$ cat config.mk
export PLATFORM = sky130hd
export DESIGN_NAME = uc_control_flat
export DESIGN_NICKNAME = d
export VERILOG_FILES = /design/src/rtl/uc_pkg.sv /design/src/rtl/uc_if.sv /design/src/rtl/uc_decode.sv /design/src/rtl/uc_control.sv /design/src/flat_wrapper.sv
export SDC_FILE = /design/constraint.sdc
export NUM_CORES = 1
export LEC_CHECK = 0
export ABC_AREA = 1
export BUFFER_PORTS_ARGS = -buffer_cell sky130_fd_sc_hd__buf_2
export CAP_MARGIN = 0
export CORE_UTILIZATION = 25
export DETAILED_ROUTE_END_ITERATION = 16
export MAX_ROUTING_LAYER = met4
export PLACE_DENSITY = 0.41
export SYNTH_ARGS = -nofsm -noshare
export SYNTH_HDL_FRONTEND = slang
export SYNTH_SLANG_ARGS = --single-unit
$ cat constraint.sdc
create_clock -name clk -period 3 [get_ports clk]
set_clock_uncertainty 0.05 [all_clocks]
set_input_delay 0.75 -clock clk [delete_from_list [all_inputs] [get_ports clk]]
set_output_delay 0.75 -clock clk [all_outputs]
set_load 0.01 [all_outputs]
$ cat src/rtl/uc_pkg.sv
// uc_pkg: shared opcode constants, FSM state encoding and control vector type
package uc_pkg;
    localparam logic [2:0] OP_PASS  = 3'b000;
    localparam logic [5:0] OPC_NOP  = 6'b000000;
    localparam logic [5:0] OPC_J    = 6'b001000;
    localparam logic [5:0] OPC_JZ   = 6'b001001;
    localparam logic [5:0] OPC_JNZ  = 6'b001010;
    localparam logic [5:0] OPC_HALT = 6'b001011;
    localparam logic [5:0] ALU_MASK = 6'b100000;
    localparam logic [5:0] ALU_PFX  = 6'b100000;
    localparam logic [5:0] LI_MASK  = 6'b110000;
    localparam logic [5:0] LI_PFX   = 6'b010000;
    typedef enum logic [1:0] {STOP = 2'd0, RUN = 2'd1, STEP = 2'd2, HALT = 2'd3} state_t;
    typedef struct packed {
        logic       s_inc;
        logic       s_inm;
        logic       we3;
        logic       wez;
        logic [2:0] op;
        logic       pc_en;
    } ctrl_t;
endpackage

$ cat src/rtl/uc_if.sv
// uc_if: control-unit <-> datapath signal bundle
interface uc_if;
    logic [5:0] Opcode;
    logic       z;
    logic       s_inc;
    logic       s_inm;
    logic       we3;
    logic       wez;
    logic [2:0] Op;
    logic       pc_en;
    modport master (input Opcode, z, output s_inc, s_inm, we3, wez, Op, pc_en);
    modport slave  (output Opcode, z, input s_inc, s_inm, we3, wez, Op, pc_en);
endinterface

$ cat src/rtl/uc_decode.sv
// uc_decode: combinational opcode/z decode into a raw, ungated control vector
module uc_decode import uc_pkg::*; #(
    parameter logic [2:0] OP_PASS = uc_pkg::OP_PASS
) (
    input  logic [5:0] opcode,
    input  logic       z,
    output ctrl_t      ctrl,
    output logic       halt,
    output logic       rsvd
);
    logic alu, li;
    always_comb begin
        alu = (opcode & ALU_MASK) == ALU_PFX;
        li = (opcode & LI_MASK) == LI_PFX;
        halt = opcode == OPC_HALT;
        rsvd = !(alu || li || opcode inside {OPC_NOP, OPC_J, OPC_JZ, OPC_JNZ, OPC_HALT});
        ctrl.op = alu ? opcode[4:2] : OP_PASS;
        ctrl.s_inm = li;
        ctrl.we3 = alu || li;
        ctrl.wez = alu;
        // conditional jumps test the registered z, never a same-cycle update
        ctrl.s_inc = opcode == OPC_J ? 1'b0 : opcode == OPC_JZ ? ~z : opcode == OPC_JNZ ? z : 1'b1;
        ctrl.pc_en = 1'b1;
    end
endmodule

$ cat src/rtl/uc_control.sv
// uc_control: run/step/halt execution FSM, output gating, retired-instruction
// counter and sticky illegal-opcode flag around the opcode decoder
module uc_control import uc_pkg::*; #(
    parameter int         CNT_W   = 16,
    parameter logic [2:0] OP_PASS = uc_pkg::OP_PASS
) (
    input  logic             clk,
    input  logic             reset,
    input  logic             run,
    input  logic             step,
    uc_if.master             dp,
    output logic             halted,
    output logic             illegal,
    output logic [CNT_W-1:0] icount
);
    ctrl_t  ctrl;
    logic   halt, rsvd, issue, step_q;
    state_t state, nxt;
    uc_decode #(.OP_PASS(OP_PASS)) u_dec (.opcode(dp.Opcode), .z(dp.z), .ctrl(ctrl), .halt(halt), .rsvd(rsvd));
    always_ff @(posedge clk or negedge reset)
        if (!reset) begin
            state <= STOP;
            step_q <= 1'b0;
            icount <= '0;
            illegal <= 1'b0;
        end else begin
            state <= nxt;
            step_q <= step;
            if (issue) icount <= icount + 1'b1;
            if (issue && rsvd) illegal <= 1'b1;
        end
    always_comb begin
        nxt = state;
        issue = state == RUN || state == STEP;
        unique case (state)
            STOP: nxt = run ? RUN : (step && !step_q) ? STEP : STOP;
            STEP: nxt = halt ? HALT : STOP;
            RUN:  nxt = halt ? HALT : run ? RUN : STOP;
            HALT: nxt = HALT;
        endcase
    end
    // state clears asynchronously, so gated strobes drop the moment reset asserts
    assign dp.s_inc = ctrl.s_inc;
    assign dp.s_inm = ctrl.s_inm;
    assign dp.Op = ctrl.op;
    assign dp.we3 = ctrl.we3 && issue;
    assign dp.wez = ctrl.wez && issue;
    assign dp.pc_en = ctrl.pc_en && issue;
    assign halted = state == HALT;
endmodule

$ cat src/flat_wrapper.sv
// flat-port wrapper written by rule: the top's interface ports become plain ports
module uc_control_flat import uc_pkg::*;
#(
    parameter int         CNT_W   = 16,
    parameter logic [2:0] OP_PASS = uc_pkg::OP_PASS
)
  (clk, reset, run, step, halted, illegal, icount, dp_Opcode, dp_z, dp_s_inc, dp_s_inm, dp_we3, dp_wez, dp_Op, dp_pc_en);
  uc_if dp_i ();
  input  logic clk;
  input  logic reset;
  input  logic run;
  input  logic step;
  output logic halted;
  output logic illegal;
  output logic [CNT_W-1:0] icount;
  input wire logic [$bits(dp_i.Opcode)-1:0] dp_Opcode;
  input wire logic [$bits(dp_i.z)-1:0] dp_z;
  output wire logic [$bits(dp_i.s_inc)-1:0] dp_s_inc;
  output wire logic [$bits(dp_i.s_inm)-1:0] dp_s_inm;
  output wire logic [$bits(dp_i.we3)-1:0] dp_we3;
  output wire logic [$bits(dp_i.wez)-1:0] dp_wez;
  output wire logic [$bits(dp_i.Op)-1:0] dp_Op;
  output wire logic [$bits(dp_i.pc_en)-1:0] dp_pc_en;
  assign dp_i.Opcode = dp_Opcode;
  assign dp_i.z = dp_z;
  assign dp_s_inc = dp_i.s_inc;
  assign dp_s_inm = dp_i.s_inm;
  assign dp_we3 = dp_i.we3;
  assign dp_wez = dp_i.wez;
  assign dp_Op = dp_i.Op;
  assign dp_pc_en = dp_i.pc_en;
  uc_control #(.CNT_W(CNT_W), .OP_PASS(OP_PASS)) u_core (.clk(clk), .reset(reset), .run(run), .step(step), .dp(dp_i), .halted(halted), .illegal(illegal), .icount(icount));
endmodule
======== After elaboration in Yosys (flattened, before gate mapping) ========
Cells that the tools add are included.
word-level totals
  register bits after elaboration ......... 20
  output and inout bits ................... 26
  logic and storage cells ................. 36
operators by class
  $add $sub $neg .......................... 1
  equality and inequality tests ........... 8
  multiplexer cells ....................... 10
  bitwise operators ....................... 1
  reduce and logical (&&, ||, !) cells .... 12
operator list
  operator                                        count
  == test 6 x 4 -> 1 bit (second input constant)  4
  adder 16 x 1 -> 16 bit (second input constant)  1
  2-to-1 mux 2 bit                                4
  case mux 2 bit (4 select lines)                 1
  zero test 6 bit                                 1
  nonzero test 5 bit                              1
  == test 2 x 1 -> 1 bit (second input constant)  2
  == test 2 bit (second input constant)           2
  logical AND 1 bit                               4
  2-to-1 mux 1 bit                                4
  logical OR 1 bit                                3
  2-to-1 mux 3 bit                                1
  zero test 1 bit                                 2
  zero test 2 bit                                 1
  NOT 1 bit                                       1

======== Depth between registers and ports, before layout ========
Gate-level depths: netlist (run 1).
  word-level depth ........................ 5
  gate-level depth with buffers ........... 10
  gate-level depth less buffers ........... 9

======== Cells and area by module ========
A second synthesis (run 1) with hierarchy kept.
unflattened totals
  cell total of the unflattened synthesis .. 158
  area, all modules ....................... 1229.9 um^2
modules (own cells, without submodules)
  module      times used  cells an instance  area an instance (um^2)  seq. area each (um^2)
  uc_control  1           124                1083.5                   500.5
  uc_decode   1           34                 146.4                    0.0

======== Least setup slack after synthesis (run 1) ========
Ideal clock, no wire load.
  path type ............................... register to output
  start point ............................. reg u_core.state[0]
  end point ............................... out dp_we3
  data arrival time ....................... 1.130 ns
  required time ........................... 2.200 ns
  setup slack ............................. 1.070 ns
  stages on the path, launching flop included .. 6
  path through ............................ dfrtp_1 -> inv_1 -> ha_1 -> buf_6 -> inv_1 -> nor2_1
on the way
  longest elaborated chain between the ends .. 3
  elaborated cells between the ends (all ways) .. 4
  those cells by class .................... 2 x eq/ne; 2 x reduce/logical
RTL lines
  element                                                  RTL line            source
  start: declaration                                       uc_control.sv:18    state_t state, nxt;
  start signal: assignment                                 uc_control.sv:27    state <= nxt;
  == test 2 x 1 -> 1 bit or == test 2 bit (tied branches)  uc_control.sv:34    issue = state == RUN || state == STEP;
  logical OR 1 bit *                                       uc_control.sv:34
  named net dp_pc_en                                       flat_wrapper.sv:23  output wire logic [$bits(dp_i.pc_en)-1:0] dp_pc_en;
  logical AND 1 bit *                                      uc_control.sv:46    assign dp.we3 = ctrl.we3 && issue;
  end: declaration                                         flat_wrapper.sv:20  output wire logic [$bits(dp_i.we3)-1:0] dp_we3;
Mark *: on every way through the listed nets, which the timed path passes. The rest lies on a longest branch.

======== Worst setup path in the final report (run 1) ========
  start point ............................. reg u_core.state[1]
  end point ............................... out dp_we3
on the way
  longest elaborated chain between the ends .. 3
  elaborated cells between the ends (all ways) .. 4
  those cells by class .................... 2 x eq/ne; 2 x reduce/logical
RTL lines
  element                                                  RTL line
  == test 2 x 1 -> 1 bit or == test 2 bit (tied branches)  uc_control.sv:34
  logical OR 1 bit *                                       uc_control.sv:34
  logical AND 1 bit *                                      uc_control.sv:46
Mark *: on every way between the ends. The rest lies on a longest branch, timed or not.

==> results of run 1 <==
## power by group through the flow
| stage | logic (µW) | registers, µW | clock network, µW |
|---|---|---|---|
| after floorplan | 104 | 389 | 0 |
| after global placement | 194 | 377 | 0 |
| after detailed placement | 193 | 379 | 0 |
| after CTS | 195 | 373 | 284 |
| after global routing | 212 | 381 | 296 |
| final | 190 | 372 | 277 |
## placed cells by master (no fill, tap or decap)
cell	count
nor2_1	13
nor3_1	1
xnor2_1	4
xor2_2	1
or2_2	1
nor2_4	2
o21bai_1	1
xor2_1	6
nand3_1	5
nand3_4	2
o2111ai_1	1
inv_1	26
clkbuf_8	3
nand2_4	1
buf_2	36
nand4_1	4
mux2i_1	1
bufinv_16	1
ha_1	5
o21ai_0	1
nor2_8	1
nand2_1	34
nand2_2	1
dfrtp_1	20
## sequential cells by signal, summed over array words and instances, names as in the netlist
signal and flops:
u_core.illegal 1, u_core.state 2, u_core.icount 16, u_core.step_q 1
## kinds of logic after synthesis
| group | share of synthesized area (%) |
|---|---|
| muxes | 0.878 |
| and+or+nand+nor | 29.2 |
| adders and majority gates | 5.49 |
| AOI/OAI and AO/OA | 1.87 |
| xor gates and xnor gates | 9.11 |
| buffers and inverters | 9.55 |
| DFF | 43.9 |
## metrics by stage
stage | utilization, % | cell area, µm² | power (µW)
3_3_place_gp | 31.6 | 1370 | 571
2_1_floorplan | - | 1140 | 492
3_5_place_dp | 31.6 | 1370 | 572
6_report | 33.2 | 1450 | 839
5_1_grt | 33.2 | 1450 | 888
4_1_cts | 33.2 | 1450 | 853
## worst max path at each step
stage | endpoint | slack [ns] | depth (start not counted)
after floorplan | dp_we3 | 1.07 | 5
after global placement | dp_s_inc | 0.88 | 6
after detailed placement | dp_s_inc | 0.87 | 6
after CTS | dp_we3 | 0.57 | 5
after global routing | dp_we3 | 0.47 | 5
final | dp_we3 | 0.59 | 5
## layout make-up
type | instances | area, µm²
well taps | 52 | 65.1
fillers | 462 | 2910
clock inverters | 1 | 30.0
repair buffers | 36 | 180
flip-flops and latches | 20 | 500
multi-input cells | 85 | 531
clock buffers | 3 | 41.3
inverters | 26 | 97.6
## layer usage
layer  share of wire [%]  wire length, µm  global-route usage (%)  up-vias
li1                    -                -                       -      475
met1                  48             1090                    13.1      409
met2                  46             1050                    16.0       14
met3                 3.5               80                    1.74        4
met4                 2.1               48                    5.44        0
met5                   0                0                       -        -
==> reports/qor.yml, run 1 <==
critical_path:
  required_ns: 2.20
  reg2reg_slack_ns: 1.22
  cp-end-kind: "output port"
  r2r-start: "u_core.state[1]$_DFF_PN0_"
  crit_path_start: "u_core.state[1]$_DFF_PN0_"
  path_cells: "inv_1 > ha_1 > inv_1 > nor2_1 > buf_2"
  critPathTopFamily: "adder cells"
  rr_endpoint: "u_core.icount[12]$_DFFE_PN0N_"
  crit_arrival_ns: 1.61
  path_buf_inv: 3
  crit_type: "flop to output port"
  r2r_cells: 7
  cp_max_fo: 9
  slowest_stage: "ha_1"
  start_kind: "flop"
  cp_slowest_stage_delay_ns: 0.50
  timing.critical_path.mode_cell: "inv_1"
flow_run:
  max_cap_violations: 0
placement:
  pre_cts_slack_ns: 0.874
  dp_cells: 219
  hpwlAfterDp_um: 1800
  port_buffers: 36
  gp_congestion: 0.805
yosys:
  synth-main-ff-cell: "dfrtp_1"
  synth_area_leader_cell: "dfrtp_1"
  ys_ff_latch: 20
  synth_nets: 148
  ys_types: 22
  synthTopCellsByCount: "nand2_1, inv_1, dfrtp_1"
  yosys-top-cells-area: "dfrtp_1, nand2_1, inv_1, ha_1, xor2_1"
  synth_cells: 132
  synth_warnings: 0
  synth_edf_count: 0
  synth_top_area_share_pct: 43.9
  syn-cell-area_um2: 1140
  synth.most_common_cell: "nand2_1"
  synth_seq_area_share_pct: 43.9
  async_reset_ff_share_pct: 100
  syn_area_per_cell_um2: 8.64
sta:
  hold_ws_ns: 0.376
  finalHoldViolCount: 0
  post-route-min-period_ns: 2.41
  slew_headroom_pct: 69.6
  finalSetupViolations: 0
  worst_slack_ns: 0.593
  worst_pin_slew_ns: 0.456
  max_freq_ghz: 0.415
  rsz0062_at_grt: "false"
  final_max_slew_viol_count: 0
  finalCritPeriodShare_pct: 80.2
  tns_ns: 0
finish:
  drive_gt1_share_pct: 28.7
  final_cells: 223
  syn2layout_area_growth_pct: 26.8
  num_antenna_cells: 0
  final_net_count: 188
clock_tree:
  cts_setup_buffers: 0
  cts_tree: "done"
  cts_hold_buf: 0
  post_cts_resize_count: 0
  cts_buffers: 3
  cts-root-buf: "clkbuf_8"
  clk_pin_slew_worst_paths_ns: 0.08
  clk_latency_ns: 0.26
  htreeDepth: 1
  cts_sinks: 20
  clock_path_buffers: 2
floorplanning:
  die_area_um2: 4830
  core_area_um2: 4350
  io-pin-count: 37
  start_util_pct: 26.2
  num_rows: 24
  die_x_um: 69.5
  die_h_um: 69.5
power_and_ir_drop:
  pwr-share-seq_pct: 44.3
  power_density_nw_per_um2: 580
  p_sw_share_pct: 31.6
  p_clk_share_pct: 33.0
  p_sw_uw: 265
  power_leakage_uw: 0.000854
  ir_drop_uv: 208
  cell_internal_pwr_uw: 573
  power_frac_comb_pct: 22.7
drt:
  drtPass1Iterations: 4
  final_antenna_net_count: 0
  drtIter0Drc: 23
  wl_per_cell_um: 10.2
  vias_per_cell: 4.04
  vias: 902
  drt_wl_total_um: 2280
  drc: 0
global_route:
  grt_max_degree: 21
  gr-total-overflow: 0
  antenna_found_initial: 0
  grt_pass1_wl_um: 3930
  grt_pass1_vias: 852
  grtUsageTotal_pct: 10.4
min_path:
  hold_path_class: "primary input to async pin"
status:
  status: "complete, no violations"
Note: power is estimated with default switching activity, not from simulation.
==> run 2: changes to the inputs <==
ABC_AREA = 0   (was 1)
PLACE_DENSITY = 0.43   (was 0.41)
clock period = 2.1 ns   (was 3 ns; I/O delays follow)
==> reports/qor.yml, run 2 <==
yosys:
  synth-main-ff-cell: "dfrtp_1"
  syn-cell-area_um2: 1060  # -7.0%
  synth_area_leader_cell: "dfrtp_1"
  synth_warnings: 0  # unchanged
  synth_cells: 90  # -32%
  synthTopCellsByCount: "dfrtp_1, xor2_1, nand2_1"
  syn_area_per_cell_um2: 11.8  # +36%
  ys_ff_latch: 20  # unchanged
  synth_edf_count: 0  # unchanged
  synth_top_area_share_pct: 47.2  # +3.3 points
  synth_seq_area_share_pct: 47.2  # +3.3 points
  ys_types: 25  # +14%
  synth.most_common_cell: "dfrtp_1"
  synth_nets: 106  # -28%
  yosys-top-cells-area: "dfrtp_1, xor2_1, ha_1, nand4_4, nor4_4"
  async_reset_ff_share_pct: 100  # unchanged
drt:
  wl_per_cell_um: 12.3  # +21%
  drtIter0Drc: 56  # +140%
  vias: 791  # -12%
  final_antenna_net_count: 0  # unchanged
  drtPass1Iterations: 7  # +3
  drt_wl_total_um: 2180  # -4.2%
  drc: 0  # unchanged
  vias_per_cell: 4.47  # +10%
floorplanning:
  die_h_um: 67.1  # -3.5%
  io-pin-count: 37  # unchanged
  die_area_um2: 4500  # -6.8%
  start_util_pct: 26.3  # +0.13 points
  die_x_um: 67.1  # -3.5%
  core_area_um2: 4030  # -7.5%
  num_rows: 23  # -4.2%
clock_tree:
  htreeDepth: 1  # unchanged
  cts-root-buf: "clkbuf_8"
  clk_pin_slew_worst_paths_ns: 0.07  # about the same
  clk_latency_ns: 0.25  # about the same
  cts_sinks: 20  # unchanged
  cts_buffers: 3  # unchanged
  clock_path_buffers: 2  # unchanged
  cts_tree: "done"
critical_path:
  cp-end-kind: "output port"
  path_cells: "inv_1 > ha_4 > nor2b_1 > buf_2"
  crit_type: "flop to output port"
  r2r-start: "u_core.state[0]$_DFF_PN0_"
  crit_arrival_ns: 1.37  # -0.24 ns
  crit_path_start: "u_core.state[0]$_DFF_PN0_"
  reg2reg_slack_ns: 0.40  # -0.82 ns
  cp_slowest_stage_delay_ns: 0.39  # -0.11 ns
  start_kind: "flop"
  slowest_stage: "dfrtp_1"
  required_ns: 1.52  # -0.68 ns
  cp_max_fo: 10  # +1
placement:
  port_buffers: 36  # unchanged
  hpwlAfterDp_um: 1700  # -5.1%
  gp_congestion: 0.728  # -9.6%
  pre_cts_slack_ns: 0.170  # -0.703 ns
sta:
  tns_ns: 0  # unchanged
  finalCritPeriodShare_pct: 92.4
  finalSetupViolations: 0  # unchanged
  worst_pin_slew_ns: 0.481  # +0.0248 ns
  slew_headroom_pct: 67.5  # -2.1 points
  finalHoldViolCount: 0  # unchanged
  post-route-min-period_ns: 1.94
  rsz0062_at_grt: "false"
  worst_slack_ns: 0.160  # -0.433 ns
  max_freq_ghz: 0.515
  final_max_slew_viol_count: 0  # unchanged
status:
  status: "complete, no violations"
power_and_ir_drop:
  pwr-share-seq_pct: 50.7  # +6.4 points
  power_frac_comb_pct: 26.7  # +4.0 points
  power_density_nw_per_um2: 828  # +43%
  power_leakage_uw: 0.000723  # -15%
  p_sw_share_pct: 34.9  # +3.3 points
  p_clk_share_pct: 22.6  # -10 points
  p_sw_uw: 385  # +45%
  ir_drop_uv: 485  # +130%
  cell_internal_pwr_uw: 719  # +25%
finish:
  syn2layout_area_growth_pct: 25.9
  largest_reg_flops: 16  # unchanged
  largest_registers: "u_core.icount x16, u_core.state x2"
  top_register: "u_core.icount"
  num_antenna_cells: 0  # unchanged
  final_cell_mix: "buf_2, dfrtp_1, xor2_1"
  final_net_count: 145  # -23%
  drive_gt1_share_pct: 37.8  # +9.1 points
  final_common_cell: "buf_2"
global_route:
  grt_max_degree: 21  # unchanged
  gr-total-overflow: 0  # unchanged
  grt_pass1_vias: 817  # -4.1%
  grt_pass1_wl_um: 3620  # -7.9%
  antenna_found_initial: 0  # unchanged
  grtUsageTotal_pct: 11.2  # +0.76 points
flow_run:
  max_cap_violations: 0  # unchanged
min_path:
  hold_path_class: "primary input to async pin"
[run 2: changes by cell type after synthesis, moves of 3 or more]
| cell | before | now |
|---|---|---|
| nand3_1 | 5 | 0 |
| nor3_1 | 1 | 4 |
| and2_1 | 0 | 4 |
| xor2_1 | 6 | 12 |
| inv_1 | 26 | 2 |
| nor2_1 | 13 | 6 |
| nand2_1 | 34 | 9 |
[run 2: cell type report]
cell class,count,area [µm²]
fillers,425,2700
clock buffers,3,41.3
inverters,2,7.51
well taps,50,62.6
repair buffers,36,180
flip-flops and latches,20,500
multi-input cells,66,542
[run 2: path summary, 6_finish.rpt]
kind	to	depth (start not counted)
hold reg to reg	u_core.state[1]$_DFF_PN0_	1
setup / recovery	dp_we3	4
setup reg to reg	u_core.icount[15]$_DFFE_PN0N_	5
min in group clk	u_core.step_q$_DFF_PN0_	1
hold / removal	u_core.icount[11]$_DFFE_PN0N_	1
max in group asynchronous	u_core.state[0]$_DFF_PN0_	1
[run 2: power by group through the flow]
stage	Combinational (µW)	Clock, µW	Sequential (µW)
after floorplan	159	0	578
after global placement	291	0	564
after detailed placement	291	0	566
after CTS	294	264	559
after global routing	327	277	574
final	295	250	559
[run 2: stage by stage]
| stage | cell area (µm²) | power (µW) | util [%] | hold WS, ns | instances |
|---|---|---|---|---|---|
| 2_1_floorplan | 1060 | 737 | - | 0.179 | 90 |
| 3_3_place_gp | 1280 | 855 | 31.8 | 0.410 | 174 |
| 3_5_place_dp | 1280 | 856 | 31.8 | 0.403 | 174 |
| 4_1_cts | 1320 | 1120 | 32.9 | 0.180 | 177 |
| 5_1_grt | 1330 | 1180 | 33.1 | 0.195 | 177 |
| 6_report | 1330 | 1100 | 33.1 | 0.161 | 177 |
[run 2: logic make-up (layout without fill, tap and decap cells)]
kind of cell,after synthesis,count (layout),synth area share [%]
AOI/OAI and AO/OA,7,7,4.72
DFF,20,20,47.2
adders and majority gates,5,5,5.90
xor gates and xnor gates,15,15,12.4
buffers and inverters,4,41,2.83
and+or+nand+nor,37,37,24.9
muxes,2,2,2.01
[run 2: per-layer routing]
| layer | vias to the layer above | track usage [%] | part of all wire, % |
|---|---|---|---|
| met4 | 0 | 4.79 | 1.2 |
| met5 | - | - | 0 |
| met1 | 378 | 12.6 | 42 |
| met3 | 2 | 2.57 | 4.4 |
| li1 | 390 | - | - |
| met2 | 21 | 18.6 | 52 |
[run 2: repair_timing]
item,CTS,global route
endpoints found under the setup margin,2,2
setup buffers,0,0
hold buffers,0,0
gates resized for setup,1,1
[run 2: critical path: cells and delay by family, from the launching register on]
kind | cells | cell delay [ns]
flops | 1 | 0.39
fa+ha+maj | 1 | 0.34
buf+inv | 2 | 0.24
simple gates | 1 | 0.15
==> run 3: changes to the inputs <==
BUFFER_PORTS_ARGS = not set   (was -buffer_cell sky130_fd_sc_hd__buf_2)
CORE_MARGIN = 5   (was not set)
DONT_BUFFER_PORTS = 1   (was not set)
PLACE_DENSITY = 0.36   (was 0.43)
==> reports/qor.yml, run 3 (synthesis results as in run 2) <==
critical_path:
  crit_type: "flop to output port"
  path_cells: "inv_1 > ha_2 > nor2b_2"
  start_kind: "flop"
  cp-end-kind: "output port"
  required_ns: 1.52  # about the same
  crit_path_start: "u_core.state[0]$_DFF_PN0_"
  r2r-start: "u_core.state[0]$_DFF_PN0_"
  cp_max_fo: 10  # unchanged
  crit_arrival_ns: 1.40  # +0.03 ns
  cp_slowest_stage_delay_ns: 0.45  # +0.06 ns
  slowest_stage: "ha_2"
finish:
  final_cells: 145  # -18%
  largest_registers: "u_core.icount x16, u_core.state x2"
  largest_reg_flops: 16  # unchanged
  num_antenna_cells: 0  # unchanged
  final_net_count: 113  # -22%
  final_common_cell: "dfrtp_1"
  final_cell_mix: "dfrtp_1, xor2_1, nand2_1"
  drive_gt1_share_pct: 16.8  # -21 points
  finish.utilization_pct: 29.0  # -4.1 points
  syn2layout_area_growth_pct: 11.2
  top_register: "u_core.icount"
  final_area_um2: 1180  # -12%
placement:
  gp_congestion: 0.680  # -6.6%
  pre_cts_slack_ns: 0.215  # +0.0442 ns
  dpl_cell_area_um2: 1120  # -12%
  port_buffers: 0  # -100%
  dp_cells: 141  # -19%
  hpwlAfterDp_um: 1710  # +0.20%
sta:
  worst_pin_slew_ns: 0.902  # +0.421 ns
  finalCritPeriodShare_pct: 94.0  # +1.6 points
  post-route-min-period_ns: 1.97  # +0.0344 ns
  slew_headroom_pct: 39.7  # -28 points
  final_max_slew_viol_count: 0  # unchanged
  finalHoldViolCount: 0  # unchanged
  rsz0062_at_grt: "false"
  worst_slack_ns: 0.125  # -0.0344 ns
  tns_ns: 0  # unchanged
  max_freq_ghz: 0.506  # -1.7%
  finalSetupViolations: 0  # unchanged
power_and_ir_drop:
  p_sw_share_pct: 34.8  # -0.082 points
  ir_drop_uv: 289  # -40%
  power_density_nw_per_um2: 902  # +9.0%
  pwr-share-seq_pct: 52.3  # +1.6 points
  p_clk_share_pct: 22.8  # +0.2 points
  power_frac_comb_pct: 24.9  # -1.8 points
  power_leakage_uw: 0.000576  # -20%
  p_sw_uw: 370  # -3.9%
  cell_internal_pwr_uw: 693  # -3.6%
floorplanning:
  die_area_um2: 5640  # +25%
  io-pin-count: 37  # unchanged
  num_rows: 23  # unchanged
  start_util_pct: 26.1  # -0.19 points
  die_h_um: 75.1  # +12%
  core_area_um2: 4060  # +0.71%
  die_x_um: 75.1  # +12%
global_route:
  antenna_found_initial: 0  # unchanged
  grt_pass1_wl_um: 3460  # -4.2%
  grtUsageTotal_pct: 8.54  # -2.6 points
  grt_max_degree: 21  # unchanged
  grt_pass1_vias: 668  # -18%
  gr-total-overflow: 0  # unchanged
clock_tree:
  clock_path_buffers: 2  # unchanged
  htreeDepth: 1  # unchanged
  cts_sinks: 20  # unchanged
  cts-root-buf: "clkbuf_8"
  cts_tree: "done"
  cts_buffers: 3  # unchanged
  cts_setup_buffers: 0  # unchanged
  clk_latency_ns: 0.25  # about the same
  clk_pin_slew_worst_paths_ns: 0.06  # about the same
status:
  status: "complete, no violations"
min_path:
  hold_path_class: "primary input to flop"
  min_from: "step"
drt:
  wl_per_cell_um: 14.9  # +21%
  vias: 656  # -17%
  drt_wl_total_um: 2160  # -0.92%
  drtIter0Drc: 31  # -45%
  vias_per_cell: 4.52  # +1.2%
  final_antenna_net_count: 0  # unchanged
  drtPass1Iterations: 4  # -3
  drc: 0  # unchanged
flow_run:
  max_cap_violations: 0  # unchanged
[run 3: cell types whose count changed in the layout (fill, tap and decap cells not counted), sizes merged]
cell,before,now
buf,36,3
dlygate4sd3,0,1
[run 3: timing repair]
action                                  CTS  global route
hold buffers                              1             0
endpoints found under the setup margin    1             1
resized for setup                         1             1
hold endpoints to repair                 20             0
[run 3: power groups by stage]
stage                     combinational [µW]  sequential (µW)  clock (µW)
after floorplan                          159              578           0
after global placement                   257              563           0
after detailed placement                 258              567           0
after CTS                                271              558         261
after global routing                     298              567         278
final                                    264              556         243
[run 3: metrics by stage]
stage / hold slack, ns / power [µW]
2_1_floorplan: 0.179 / 737
3_3_place_gp: 0.180 / 821
6_report: 0.250 / 1060
5_1_grt: 0.223 / 1140
4_1_cts: 0.239 / 1090
3_5_place_dp: 0.180 / 825
[run 3: area by class of cell]
class / count / area [µm²]
Tap cell: 50 / 62.6
Multi-Input combinational cell: 66 / 534
Clock buffer: 3 / 41.3
Fill cell: 410 / 2880
Sequential cell: 20 / 500
Timing Repair Buffer: 4 / 32.5
Inverter: 2 / 7.51
[run 3: path summary, 6_finish.rpt]
| kind | to | slack [ns] | cells past startpoint |
|---|---|---|---|
| worst max-delay path | dp_we3 | 0.13 | 3 |
| worst min-delay path | u_core.step_q$_DFF_PN0_ | 0.25 | 0 |
| worst max register to register | u_core.icount[15]$_DFFE_PN0N_ | 0.32 | 5 |
| worst min register to register | u_core.state[1]$_DFF_PN0_ | 0.39 | 1 |
| max in group asynchronous | u_core.icount[10]$_DFFE_PN0N_ | 0.65 | 1 |
| min in group asynchronous | u_core.icount[4]$_DFFE_PN0N_ | 0.79 | 1 |
[run 3: layer usage]
metal | up-vias | global-route usage [%] | routed length [µm]
met2 | 15 | 11.7 | 999
met4 | 0 | 1.78 | 15
met5 | - | - | 0
met3 | 2 | 4.94 | 194
li1 | 325 | - | -
met1 | 314 | 10.9 | 954
[run 3: worst max-delay path, delay by kind of cell (launching register included)]
kind / cells / cell delay [ns]
adder cells (fa/ha/maj): 1 / 0.45
flip-flops: 1 / 0.37
AND/OR/NAND/NOR: 1 / 0.25
buffers and inverters: 1 / 0.07
